<file path="src/rtl/conv_address_sequencer.sv">
// conv_address_sequencer
// Address generator for a 2-D convolution over an IMAGE_WIDTH x IMAGE_HEIGHT
// image. It feeds NUM_UNITS parallel MAC units. Each unit owns one output
// pixel per batch. Every tap of the k x k kernel is issued once per batch with
// a valid/ready handshake.
//
// Ports
//   clk, reset        clock, asynchronous active-high reset
//   start             begin a pass (sampled only while idle)
//   kernel_dim        kernel side k, latched at start
//   stride_sel        0 = stride 1, 1 = stride 2, latched at start
//   pad_en            zero padding of 1, latched at start (padding build only)
//   tap_valid/ready   tap handshake with the MAC array
//   img_addr          per-unit image address, NUM_UNITS x AW packed
//   krn_addr          shared kernel tap address ky*k+kx
//   out_addr          per-unit output pixel index, NUM_UNITS x AW packed
//   active_units      unit holds a real output pixel in this batch
//   tap_zero          unit's tap falls in the padding border
//   tap_first/last    first / last tap of a batch
//   busy, done, error not idle / end-of-pass pulse / sticky bad configuration
//
// Build option: define CONV_SEQ_PADDING_EN to honour pad_en. Without the macro,
// pad_en is ignored and tap_zero is constant zero.
module conv_address_sequencer #(
  parameter int IMAGE_WIDTH  = 5,
  parameter int IMAGE_HEIGHT = 5,
  parameter int NUM_UNITS    = 9,
  parameter int MAX_KERNEL   = 5,
  localparam int AW = $clog2(IMAGE_WIDTH * IMAGE_HEIGHT),
  localparam int KW = $clog2(MAX_KERNEL + 1)
) (
  input  logic                   clk,
  input  logic                   reset,
  input  logic                   start,
  input  logic [KW-1:0]          kernel_dim,
  input  logic                   stride_sel,
  input  logic                   pad_en,
  output logic                   tap_valid,
  input  logic                   tap_ready,
  output logic [NUM_UNITS*AW-1:0] img_addr,
  output logic [AW-1:0]          krn_addr,
  output logic [NUM_UNITS*AW-1:0] out_addr,
  output logic [NUM_UNITS-1:0]   active_units,
  output logic [NUM_UNITS-1:0]   tap_zero,
  output logic                   tap_first,
  output logic                   tap_last,
  output logic                   busy,
  output logic                   done,
  output logic                   error
);

  // Position counters can run past the last output row in the final batch.
  // They therefore get headroom beyond the image size.
  localparam int CW = $clog2(2 * (IMAGE_WIDTH + IMAGE_HEIGHT + NUM_UNITS + MAX_KERNEL) + 8) + 1;
  localparam int BW = $clog2((IMAGE_WIDTH + 2) * (IMAGE_HEIGHT + 2) + NUM_UNITS + 1) + 1;

  typedef enum logic [2:0] {S_IDLE, S_LOAD, S_ISSUE, S_BATCH, S_DONE} state_t;

  state_t state_q, state_d;
  logic [KW-1:0] k_q, k_d, kx_q, kx_d, ky_q, ky_d;
  logic          s_q, s_d, pad_q, pad_d, error_q, error_d;
  logic [AW-1:0] krn_q, krn_d;
  logic [BW-1:0] base_q, base_d;
  logic [CW-1:0] ox_q [NUM_UNITS];
  logic [CW-1:0] ox_d [NUM_UNITS];
  logic [CW-1:0] oy_q [NUM_UNITS];
  logic [CW-1:0] oy_d [NUM_UNITS];
  logic          pad_in;

`ifdef CONV_SEQ_PADDING_EN
  localparam bit HAS_PAD = 1'b1;
  assign pad_in = pad_en;
`else
  localparam bit HAS_PAD = 1'b0;
  logic unused_pad_en;
  assign unused_pad_en = pad_en;
  assign pad_in = 1'b0;
`endif

  // Output grid size and configuration legality from the latched setup.
  // A stride of 2 is a right shift, so no divider is needed.
  logic [CW-1:0] k_ext, w_span, h_span, ow_w, oh_w;
  logic          cfg_bad;
  always_comb begin
    k_ext   = CW'(k_q);
    w_span  = CW'(IMAGE_WIDTH) + (pad_q ? CW'(2) : CW'(0));
    h_span  = CW'(IMAGE_HEIGHT) + (pad_q ? CW'(2) : CW'(0));
    cfg_bad = (k_q == '0) || (int'(k_q) > MAX_KERNEL) || (k_ext > w_span) || (k_ext > h_span);
    ow_w    = ((w_span - k_ext) >> s_q) + CW'(1);
    oh_w    = ((h_span - k_ext) >> s_q) + CW'(1);
  end

  // Advance a raster position by one output pixel.
  function automatic logic [2*CW-1:0] step_pos(input logic [CW-1:0] x, input logic [CW-1:0] y,
                                               input logic [CW-1:0] w);
    if (x + CW'(1) == w) return {y + CW'(1), CW'(0)};
    else                 return {y, x + CW'(1)};
  endfunction

  // Positions for the next batch form a chain of +1 steps. The chain starts
  // at (0,0) in LOAD. Otherwise it starts one step after the current last
  // unit. The next batch has work only if that first position is still
  // inside the output grid.
  logic [CW-1:0] nx [NUM_UNITS];
  logic [CW-1:0] ny [NUM_UNITS];
  logic [CW-1:0] sx, sy;
  logic          more_w;
  always_comb begin
    {sy, sx} = step_pos(ox_q[NUM_UNITS-1], oy_q[NUM_UNITS-1], ow_w);
    more_w   = (sy < oh_w);
    if (state_q == S_LOAD) begin
      nx[0] = '0;
      ny[0] = '0;
    end else begin
      nx[0] = sx;
      ny[0] = sy;
    end
    for (int u = 1; u < NUM_UNITS; u++) begin
      {ny[u], nx[u]} = step_pos(nx[u-1], ny[u-1], ow_w);
    end
  end

  logic fire, last_tap;
  assign fire     = (state_q == S_ISSUE) && tap_ready;
  assign last_tap = (kx_q == k_q - KW'(1)) && (ky_q == k_q - KW'(1));

  // State register and datapath flops.
  always_ff @(posedge clk or posedge reset) begin
    if (reset) begin
      state_q <= S_IDLE;
      k_q     <= '0;
      s_q     <= 1'b0;
      pad_q   <= 1'b0;
      error_q <= 1'b0;
      kx_q    <= '0;
      ky_q    <= '0;
      krn_q   <= '0;
      base_q  <= '0;
      ox_q    <= '{default: '0};
      oy_q    <= '{default: '0};
    end else begin
      state_q <= state_d;
      k_q     <= k_d;
      s_q     <= s_d;
      pad_q   <= pad_d;
      error_q <= error_d;
      kx_q    <= kx_d;
      ky_q    <= ky_d;
      krn_q   <= krn_d;
      base_q  <= base_d;
      ox_q    <= ox_d;
      oy_q    <= oy_d;
    end
  end

  // Next-state logic.
  always_comb begin
    state_d = state_q;
    case (state_q)
      S_IDLE:  if (start) state_d = S_LOAD;
      S_LOAD:  state_d = cfg_bad ? S_DONE : S_ISSUE;
      S_ISSUE: if (fire && last_tap) state_d = more_w ? S_BATCH : S_DONE;
      S_BATCH: state_d = S_ISSUE;
      S_DONE:  state_d = S_IDLE;
      default: state_d = S_IDLE;
    endcase
  end

  // Datapath updates: configuration latch, tap walk, and batch advance.
  always_comb begin
    k_d     = k_q;
    s_d     = s_q;
    pad_d   = pad_q;
    error_d = error_q;
    kx_d    = kx_q;
    ky_d    = ky_q;
    krn_d   = krn_q;
    base_d  = base_q;
    ox_d    = ox_q;
    oy_d    = oy_q;
    case (state_q)
      S_IDLE: begin
        if (start) begin
          k_d     = kernel_dim;
          s_d     = stride_sel;
          pad_d   = pad_in;
          error_d = 1'b0;
        end
      end
      S_LOAD: begin
        kx_d   = '0;
        ky_d   = '0;
        krn_d  = '0;
        base_d = '0;
        ox_d   = nx;
        oy_d   = ny;
        if (cfg_bad) error_d = 1'b1;
      end
      S_ISSUE: begin
        if (fire) begin
          if (last_tap) begin
            kx_d  = '0;
            ky_d  = '0;
            krn_d = '0;
          end else begin
            krn_d = krn_q + AW'(1);
            if (kx_q == k_q - KW'(1)) begin
              kx_d = '0;
              ky_d = ky_q + KW'(1);
            end else begin
              kx_d = kx_q + KW'(1);
            end
          end
        end
      end
      S_BATCH: begin
        base_d = base_q + BW'(NUM_UNITS);
        ox_d   = nx;
        oy_d   = ny;
      end
      default: ;
    endcase
  end

  // Output decode. All tap outputs are zero outside ISSUE. Inactive units and
  // taps that fall in the padding report address 0.
  always_comb begin
    int row, col;
    row          = 0;
    col          = 0;
    tap_valid    = 1'b0;
    img_addr     = '0;
    out_addr     = '0;
    krn_addr     = '0;
    active_units = '0;
    tap_zero     = '0;
    tap_first    = 1'b0;
    tap_last     = 1'b0;
    if (state_q == S_ISSUE) begin
      tap_valid = 1'b1;
      krn_addr  = krn_q;
      tap_first = (kx_q == '0) && (ky_q == '0);
      tap_last  = last_tap;
      for (int u = 0; u < NUM_UNITS; u++) begin
        if (oy_q[u] < oh_w) begin
          active_units[u]         = 1'b1;
          out_addr[u*AW +: AW]    = AW'(base_q + BW'(u));
          row = (int'(oy_q[u]) << s_q) + int'(ky_q) - int'(pad_q);
          col = (int'(ox_q[u]) << s_q) + int'(kx_q) - int'(pad_q);
          if (row < 0 || row >= IMAGE_HEIGHT || col < 0 || col >= IMAGE_WIDTH)
            tap_zero[u] = HAS_PAD;
          else
            img_addr[u*AW +: AW] = AW'(row * IMAGE_WIDTH + col);
        end
      end
    end
    busy  = (state_q != S_IDLE);
    done  = (state_q == S_DONE);
    error = error_q;
  end

endmodule

</file>
<file path="config.mk">
export PLATFORM = sky130hd
export DESIGN_NAME = conv_address_sequencer
export DESIGN_NICKNAME = d
export VERILOG_FILES = /design/src/rtl/conv_address_sequencer.sv
export SDC_FILE = /design/constraint.sdc
export NUM_CORES = 1
export LEC_CHECK = 0
export BUFFER_PORTS_ARGS = -buffer_cell sky130_fd_sc_hd__buf_2
export CAP_MARGIN = 20
export CORE_MARGIN = 2
export CORE_UTILIZATION = 30
export CTS_BUF_LIST = sky130_fd_sc_hd__clkbuf_8
export DETAILED_ROUTE_END_ITERATION = 8
export PLACE_DENSITY = 0.5
export SLEW_MARGIN = 5
export SYNTH_ARGS = -nofsm -noshare
export SYNTH_HDL_FRONTEND = slang
export SYNTH_SLANG_ARGS = --single-unit
</file>
<file path="constraint.sdc">
create_clock -name clk -period 24.6 [get_ports clk]
set_input_delay 4.92 -clock clk [delete_from_list [all_inputs] [get_ports clk]]
set_output_delay 4.92 -clock clk [all_outputs]
set_load 0.005 [all_outputs]
</file>
* Yosys cells after proc, flatten, opt, wreduce, memory -nomap -nowiden
Index checks and enable logic that the tools add are counted.
** Storage, ports and cells
- Latch bits :: 0
- Register bits after elaboration :: 152
- Word-level logic and storage cells :: 304
- Memory bits (read-only) :: 0
- Memories :: 0
- Output and inout port bits :: 119
- Memory bits (writable) :: 0
** Operators by class
- Equal/unequal tests :: 20
- $add $sub $neg :: 60
- Order comparisons :: 48
- Reduce and logical (&&, ||, !) cells :: 48
- Bitwise gates (word level) :: 0
- Mux-type cells :: 74
- Div/mod/pow operators :: 0
- $mul :: 9
- Shift-type cells :: 19
** Operators by type and width (number)
- $add 32x4->32 :: 18
- $ge 32x4->1 const B :: 18
- $lt 32x1->1 const B :: 18
- $shl 7x1->32 :: 18
- $mul 32x4->5 const B :: 9
- $mux 5 :: 30
- $add 7x1->7 const B :: 19
- $mux 14 :: 9
- $mux 45 :: 2
- $lt 7x7->1 :: 10
- $eq 7x7->1 :: 9
- $add 5x5->5 :: 9
- $logic_or 1x1->1 :: 30
- $mux 3 :: 10
- $add 5x3->5 const B :: 4
- $mux 1 :: 14
- $mux 7 :: 2
- $pmux 7 s2 :: 1
- $logic_not 3->1 :: 4
- $pmux 3 s2 :: 2
- $pmux 3 s4 :: 1
- $add 5x1->5 const B :: 2
- $add 5x2->5 const B :: 2
- $pmux 5 s2 :: 1
- 21 further kinds :: 36

* Depth between registers and ports, before layout
Gate-level depths: netlist of run 1.
- Depth in word-level cells :: 30
- Depth in mapped cells :: 106

* Least setup slack after synthesis of run 1
Ideal clock, no wire load.
- Path type :: flip-flop to flip-flop
- From :: reg s_q
- To :: reg oy_q[6] (netlist name)
- Setup slack :: 2.809 ns
- Arrival time :: 21.710 ns
- Required time :: 24.518 ns
- Stages on the path, launching flop included :: 102
- Cells stage by stage :: dfrtp_1 buf_2 buf_1 buf_1 clkbuf_1 clkbuf_1 clkbuf_1 clkbuf_1 a21oi_1 ha_1 clkbuf_1 xnor2_1 nand3_1 nor4_2 a21oi_1 and2_1 ha_1 clkbuf_1 [... 66 more ...] o221ai_1 a31oi_1 xnor2_1 a21boi_0 o211a_1 a211oi_2 nor3_2 nor2_1 ha_1 clkbuf_1 nand4_1 nor3_1 mux2_2 o2bb2ai_1 a311oi_2 o2111ai_1 or4b_1 a31oi_1
** RTL lines
- from (decl) :: line 61 : logic s_q, s_d, pad_q, pad_d, error_q, error_d;
- from (signal assigned) :: line 132 : s_q <= 1'b0;
- from (signal assigned) :: line 144 : s_q <= s_d;
- to (signal assigned) :: line 152 : oy_q <= oy_d;
- to (decl) :: line 66 : logic [CW-1:0] oy_q [NUM_UNITS];

==> results of run 1 <==
==> registers in the layout (all words and copies together) (netlist names) <==
name and count:
s_q 1, ky_q 3, base_q 5, krn_q 5
error 1, ox_q 63, kx_q 3, state_q 3
k_q 3, oy_q 63
==> metal layers <==
| layer | share of wire [%] | routed length [um] | global-route usage [%] | up-vias |
|---|---|---|---|---|
| li1 | - | - | - | 9382 |
| met4 | 2.1 | 1485 | 5.664 | 2 |
| met5 | 0.018 | 13 | 0 | - |
| met2 | 46 | 32630 | 33.00 | 468 |
| met3 | 3.8 | 2703 | 1.728 | 94 |
| met1 | 48 | 33520 | 27.78 | 9453 |
==> worst paths after layout <==
path | start | endpoint | slack, ns | cells past startpoint
max | s_q | oy_q[6] | 1.63 | 90
min | krn_q[4] | krn_q[4] | 0.49 | 1
max reg2reg | s_q | oy_q[6] | 1.63 | 90
min reg2reg | krn_q[4] | krn_q[4] | 0.49 | 1
max in group asynchronous | reset | ox_q[27] | 18.59 | 3
min in group asynchronous | reset | ky_q[2] | 4.57 | 2
==> repair_timing <==
item,4_1_cts,5_1_grt
hold buffers,0,0
endpoints found under the setup margin,0,1
endpoints found under the hold margin,0,0
gates resized for setup,0,1
==> stage by stage <==
step | hold WS, ns | utilization [%] | worst slack (ns)
6_report | 0.4906 | 33.55 | 1.625
5_1_grt | 0.5220 | 33.55 | 0.03142
4_1_cts | 0.4899 | 33.52 | 1.796
3_5_place_dp | 0.4713 | 32.92 | 1.893
3_3_place_gp | 0.4690 | 32.92 | 2.214
2_1_floorplan | 0.4446 | - | 2.809
==> placed cells by master (no fill, tap or decap), types with 18 or more instances in the layout <==
cell type / netlist / routed
a21o_1: 42 / 42
a21oi_1: 129 / 129
a31oi_1: 24 / 24
and2_1: 46 / 46
buf_2: 13 / 117
buf_4: 13 / 63
clkbuf_8: 0 / 19
dfrtp_1: 150 / 149
fa_1: 36 / 36
ha_1: 222 / 222
inv_1: 130 / 129
mux2_2: 56 / 56
mux2i_1: 47 / 47
nand2_1: 301 / 301
nand2b_1: 31 / 30
nand3_1: 64 / 64
nand4_1: 28 / 28
nor2_1: 192 / 192
nor2b_1: 49 / 48
nor3_1: 59 / 59
nor4_1: 21 / 21
o211ai_1: 18 / 18
o21a_1: 21 / 21
o21ai_0: 195 / 195
o31ai_1: 38 / 38
xnor2_1: 154 / 153
xor2_1: 82 / 82
==> area by class of cell <==
cell class | instances | area [um2] | area share, %
Antenna cell | 1 | 2.502 | 0.01105
Clock buffer | 19 | 261.5 | 1.154
Clock inverter | 13 | 145.1 | 0.6407
Inverter | 137 | 519.2 | 2.292
Multi-Input combinational cell | 2175 | 15810 | 69.77
Sequential cell | 150 | 3757 | 16.59
Tap cell | 873 | 1092 | 4.822
Timing Repair Buffer | 181 | 1071 | 4.728
==> cell families (layout without fill, tap and decap cells) <==
family	count (synthesis)	count (layout)
mux	105	105
fa+ha+maj	259	259
buf+inv	262	350
flops	150	150
other cells	1	10
xor+xnor	245	245
simple gates	907	907
compound gates	650	650
==> impl_metrics.tcl, run 1 <==
set metrics [dict create \
    initial_core_util_pct 30.45 \
    critPathMaxFanout 41 \
    arrival_ns 23.39 \
    yosysMostFrequentCell "nand2_1" \
    place_area_mm2 0.02223 \
    yosysWarnings 0 \
    slew_headroom_pct 28.12 \
    wirelength_um 70360 \
    synth_top_area_share_pct 18.26 \
    antenna_left 0 \
    cts.sinks 150 \
    synth_flop_cell "dfrtp_1" \
    clk_latency_ns 0.50 \
    io_buffers 117 \
    dp.cells 3515 \
    ys_ff_latch 150 \
    fmax_mhz 43.53 \
    hold_path.class "flop to flop" \
    grt_pass1_vias 19180 \
    synth-compound-area-share_pct 21.13 \
    period_needed_ns 22.97 \
    drc 0 \
    clk_pin_slew_ns 0.10 \
    drive_gt1_share_pct 12.86 \
    rsz0062_at_grt "no" \
    synth_common_cells "nand2_1 (301), ha_1 (222), o21ai_0 (195)" \
    status "finished, final reports clean" \
    fin_area_mm2 0.02265 \
    top_level_ports 128 \
    cp_top_family "simple AND/OR/NAND/NOR gates" \
    htree_levels 4 \
    grt_pass1_wl_um 111300 \
    yosys.area.top_type "dfrtp_1" \
    synthDistinctLibCells 120 \
    cts_buffers 17 \
    core_mm2 0.06751 \
    cts.path.max_buffers 2 \
    die_w_um 265.8 \
    crit_required_ns 25.02 \
    setup.worst_path.end_class "flop" \
    timing.setup.tns_ns 0 \
    crit_path_start_kind "flop" \
    die-area_mm2 0.07063 \
    antenna_found_initial 3 \
    grt_use_total_pct 19.98 \
    cpPeakStageDelay_ns 0.67 \
    cts-root-buf "clkbuf_8" \
    fillers 7112 \
    cap_viol_max_count 0 \
    synthXorXnorAreaFrac_pct 10.96 \
    viasPerCell 5.466 \
    dpl.hpwl_um 54360 \
    fin_cells 3549 \
    clock-skew-final_ns 0.01592 \
    hold_violations 0 \
    drv_slew 0 \
    final_nets 2929 \
    muxShareOfSynthArea_pct 5.478 \
    tightest_slew_ns 1.067 \
    rows 95 \
    cts_tree "yes" \
    crit_type "flop to flop" \
    netlist_instances 2579 \
    vias 19400 \
    syn_area_mm2 0.02056 \
    overflow 0 \
    gp_congestion 0.9204 \
    cts_setup_buffers 0 \
    synth_edf_count 0 \
    grt_max_degree 104 \
    finalCritPeriodShare_pct 93.39 \
    synthAdderAreaFrac_pct 17.07 \
    synth-async-reset-ratio_pct 100.0 \
    yosys.area_share.simple_pct 21.95 \
    drt_first_pass_iters 5 \
    finalSetupViolCount 0 \
    drtIter0Drc 1247 \
    crit_top_cell "ha_1" \
    synthTopCellsByArea "dfrtp_1 (18%), ha_1 (14%), xnor2_1 (6.6%), nand2_1 (5.5%), o21ai_0 (4.7%)" \
    ys_seq_area_share_pct 18.26 \
    postSynthAreaPerCell_um2 7.971 \
    area_growth_pct 10.20 \
    avgRoutedWirePerCell_um 19.82 \
    synth_top_family_by_area "simple AND/OR/NAND/NOR gates" \
    path_buf_inv 12 \
    die_h_um 265.8 \
    slowest_stage "dfrtp_4" \
]
Power of run 1 is left out: the tool's default activity adds up to more than one toggle a clock period on the data nets, which glitch-free logic cannot reach.
==> run 2, diff against run 1 <==
--- a/config.mk
+++ b/config.mk
@@ -5,13 +5,13 @@
 export SDC_FILE = /design/constraint.sdc
 export NUM_CORES = 1
 export LEC_CHECK = 0
-export BUFFER_PORTS_ARGS = -buffer_cell sky130_fd_sc_hd__buf_2
 export CAP_MARGIN = 20
 export CORE_MARGIN = 2
-export CORE_UTILIZATION = 30
+export CORE_UTILIZATION = 40
 export CTS_BUF_LIST = sky130_fd_sc_hd__clkbuf_8
 export DETAILED_ROUTE_END_ITERATION = 8
-export PLACE_DENSITY = 0.5
+export DONT_BUFFER_PORTS = 1
+export PLACE_DENSITY = 0.55
 export SLEW_MARGIN = 5
 export SYNTH_ARGS = -nofsm -noshare
 export SYNTH_HDL_FRONTEND = slang
==> run 2 against run 1 <==
Register-to-register slack better by 0.12 ns. Worst hold slack worse by 0.010 ns. Worst setup slack better by 0.12 ns. Sequential cell count stayed put. Die area is 25% lower. Non-clock buffer count is 115 lower. Critical path type unchanged. Largest cell class unchanged.
==> impl_metrics.tcl, run 2 (synthesis results as in run 1) <==
set metrics [dict create \
    drtIter0Drc 1681 \
    area_growth_pct 6.251 \
    grt_pass1_wl_um 104500 \
    critPathMaxFanout 60 \
    crit_required_ns 25.03 \
    rows 83 \
    wirelength_um 67190 \
    slew_headroom_pct 36.90 \
    hold_path.class "flop to flop" \
    rsz0062_at_grt "no" \
    cts.sinks 150 \
    critPathCapture "oy_q[6]" \
    overflow 0 \
    tightest_slew_ns 0.9465 \
    crit_start "s_q" \
    cpPeakStageDelay_ns 0.87 \
    grt_use_total_pct 25.17 \
    grt_max_degree 103 \
    period_needed_ns 22.86 \
    core_mm2 0.05109 \
    die-area_mm2 0.05322 \
    final_nets 2814 \
    r2r_slack_ns 1.74 \
    cap_viol_max_count 0 \
    clock-skew-final_ns 0.01907 \
    timing.setup.tns_ns 0 \
    die_h_um 230.7 \
    htree_levels 4 \
    crit_top_cell "ha_1" \
    vias 19050 \
    cts_resized 0 \
    cts.path.max_buffers 2 \
    setup.worst_path.end_class "flop" \
    die_w_um 230.7 \
    status "finished, final reports clean" \
    drt_first_pass_iters 7 \
    drive_gt1_share_pct 8.945 \
    cts_buffers 17 \
    crit_path_start_kind "flop" \
    dpl.hpwl_um 51280 \
    timing.rr.start "s_q" \
    clk_latency_ns 0.51 \
    gp_congestion 0.9154 \
    finalSetupViolCount 0 \
    layout.cells.most_common_list "nand2_1 (301), ha_1 (222), o21ai_0 (195)" \
    cts-root-buf "clkbuf_8" \
    antenna_left 0 \
    viasPerCell 5.875 \
    r2r_end "oy_q[6]" \
    cts_tree "yes" \
    top_level_ports 128 \
    io_buffers 0 \
    worstRegToRegCells 93 \
    clk_pin_slew_ns 0.09 \
    drc 0 \
    initial_core_util_pct 40.23 \
    slowest_stage "dfrtp_4" \
    cts_setup_buffers 0 \
    top_regs "ox_q: 63 flops, oy_q: 63 flops" \
    avgRoutedWirePerCell_um 20.72 \
    drv_slew 0 \
    hold_violations 0 \
    layout.cells.most_common "nand2_1" \
    grt_pass1_vias 18090 \
    finalCritPeriodShare_pct 92.91 \
    fmax_mhz 43.75 \
    arrival_ns 23.29 \
    antenna_found_initial 4 \
    crit_type "flop to flop" \
    cts_hold_buf 0 \
]
[run 2: cell types whose count changed in the layout (fill, tap and decap cells not counted), sizes merged]
cell          delta
buf            -114
inv              +3
diode            +2
clkbuf           -1
clkinv           -1
clkinvlp         -1
dlymetal6s2s     -1
[run 2: layer usage]
metal	GRT usage (%)	up-vias	wire length (um)
met5	0	-	13
met4	7.298	2	1569
met3	4.138	93	3954
met2	40.19	554	30300
met1	34.91	9265	31340
li1	-	9140	-
[run 2: layout make-up]
class / count / area (um2)
timing repair buffer: 66 / 495.5
tap: 680 / 850.8
antenna: 3 / 7.507
inverter: 137 / 519.2
multi-input combinational: 2175 / 15800
fill: 5143 / 29250
clock inverter: 14 / 166.4
sequential: 150 / 3757
clock buffer: 18 / 247.7
[run 2: worst min path at each step]
stage	from	endpoint	slack, ns	cells after the start
2_1_floorplan	krn_q[4]	krn_q[4]	0.44	1
3_3_place_gp	krn_q[4]	krn_q[4]	0.47	1
3_5_place_dp	krn_q[4]	krn_q[4]	0.47	1
6_report	krn_q[4]	krn_q[4]	0.48	1
4_1_cts	krn_q[4]	krn_q[4]	0.48	1
5_1_grt	krn_q[4]	krn_q[4]	0.54	1
[run 2: critical path, delay by kind of cell, from the launching register on]
family                     cells  cell delay [ns]
AOI/OAI and AO/OA             28             6.19
DFF                            1             0.87
and+or+nand+nor               34             8.20
adders and majority gates      9             2.67
muxes                          3             0.77
buffers and inverters         13             2.38
xor gates and xnor gates       6             1.62
[run 2: metrics by stage]
stage | instances | hold WS (ns) | setup slack (ns) | utilization (%) | instance area (um2)
global route | 3241 | 0.5378 | 0.02553 | 42.74 | 21840
finish | 3243 | 0.4805 | 1.744 | 42.75 | 21840
floorplan | 2587 | 0.4446 | 2.809 | - | 20590
global placement | 3208 | 0.4665 | 2.625 | 41.92 | 21420
CTS | 3240 | 0.4826 | 2.128 | 42.73 | 21830
detailed placement | 3208 | 0.4672 | 2.239 | 41.92 | 21420
Power of run 2 is left out for the same reason.
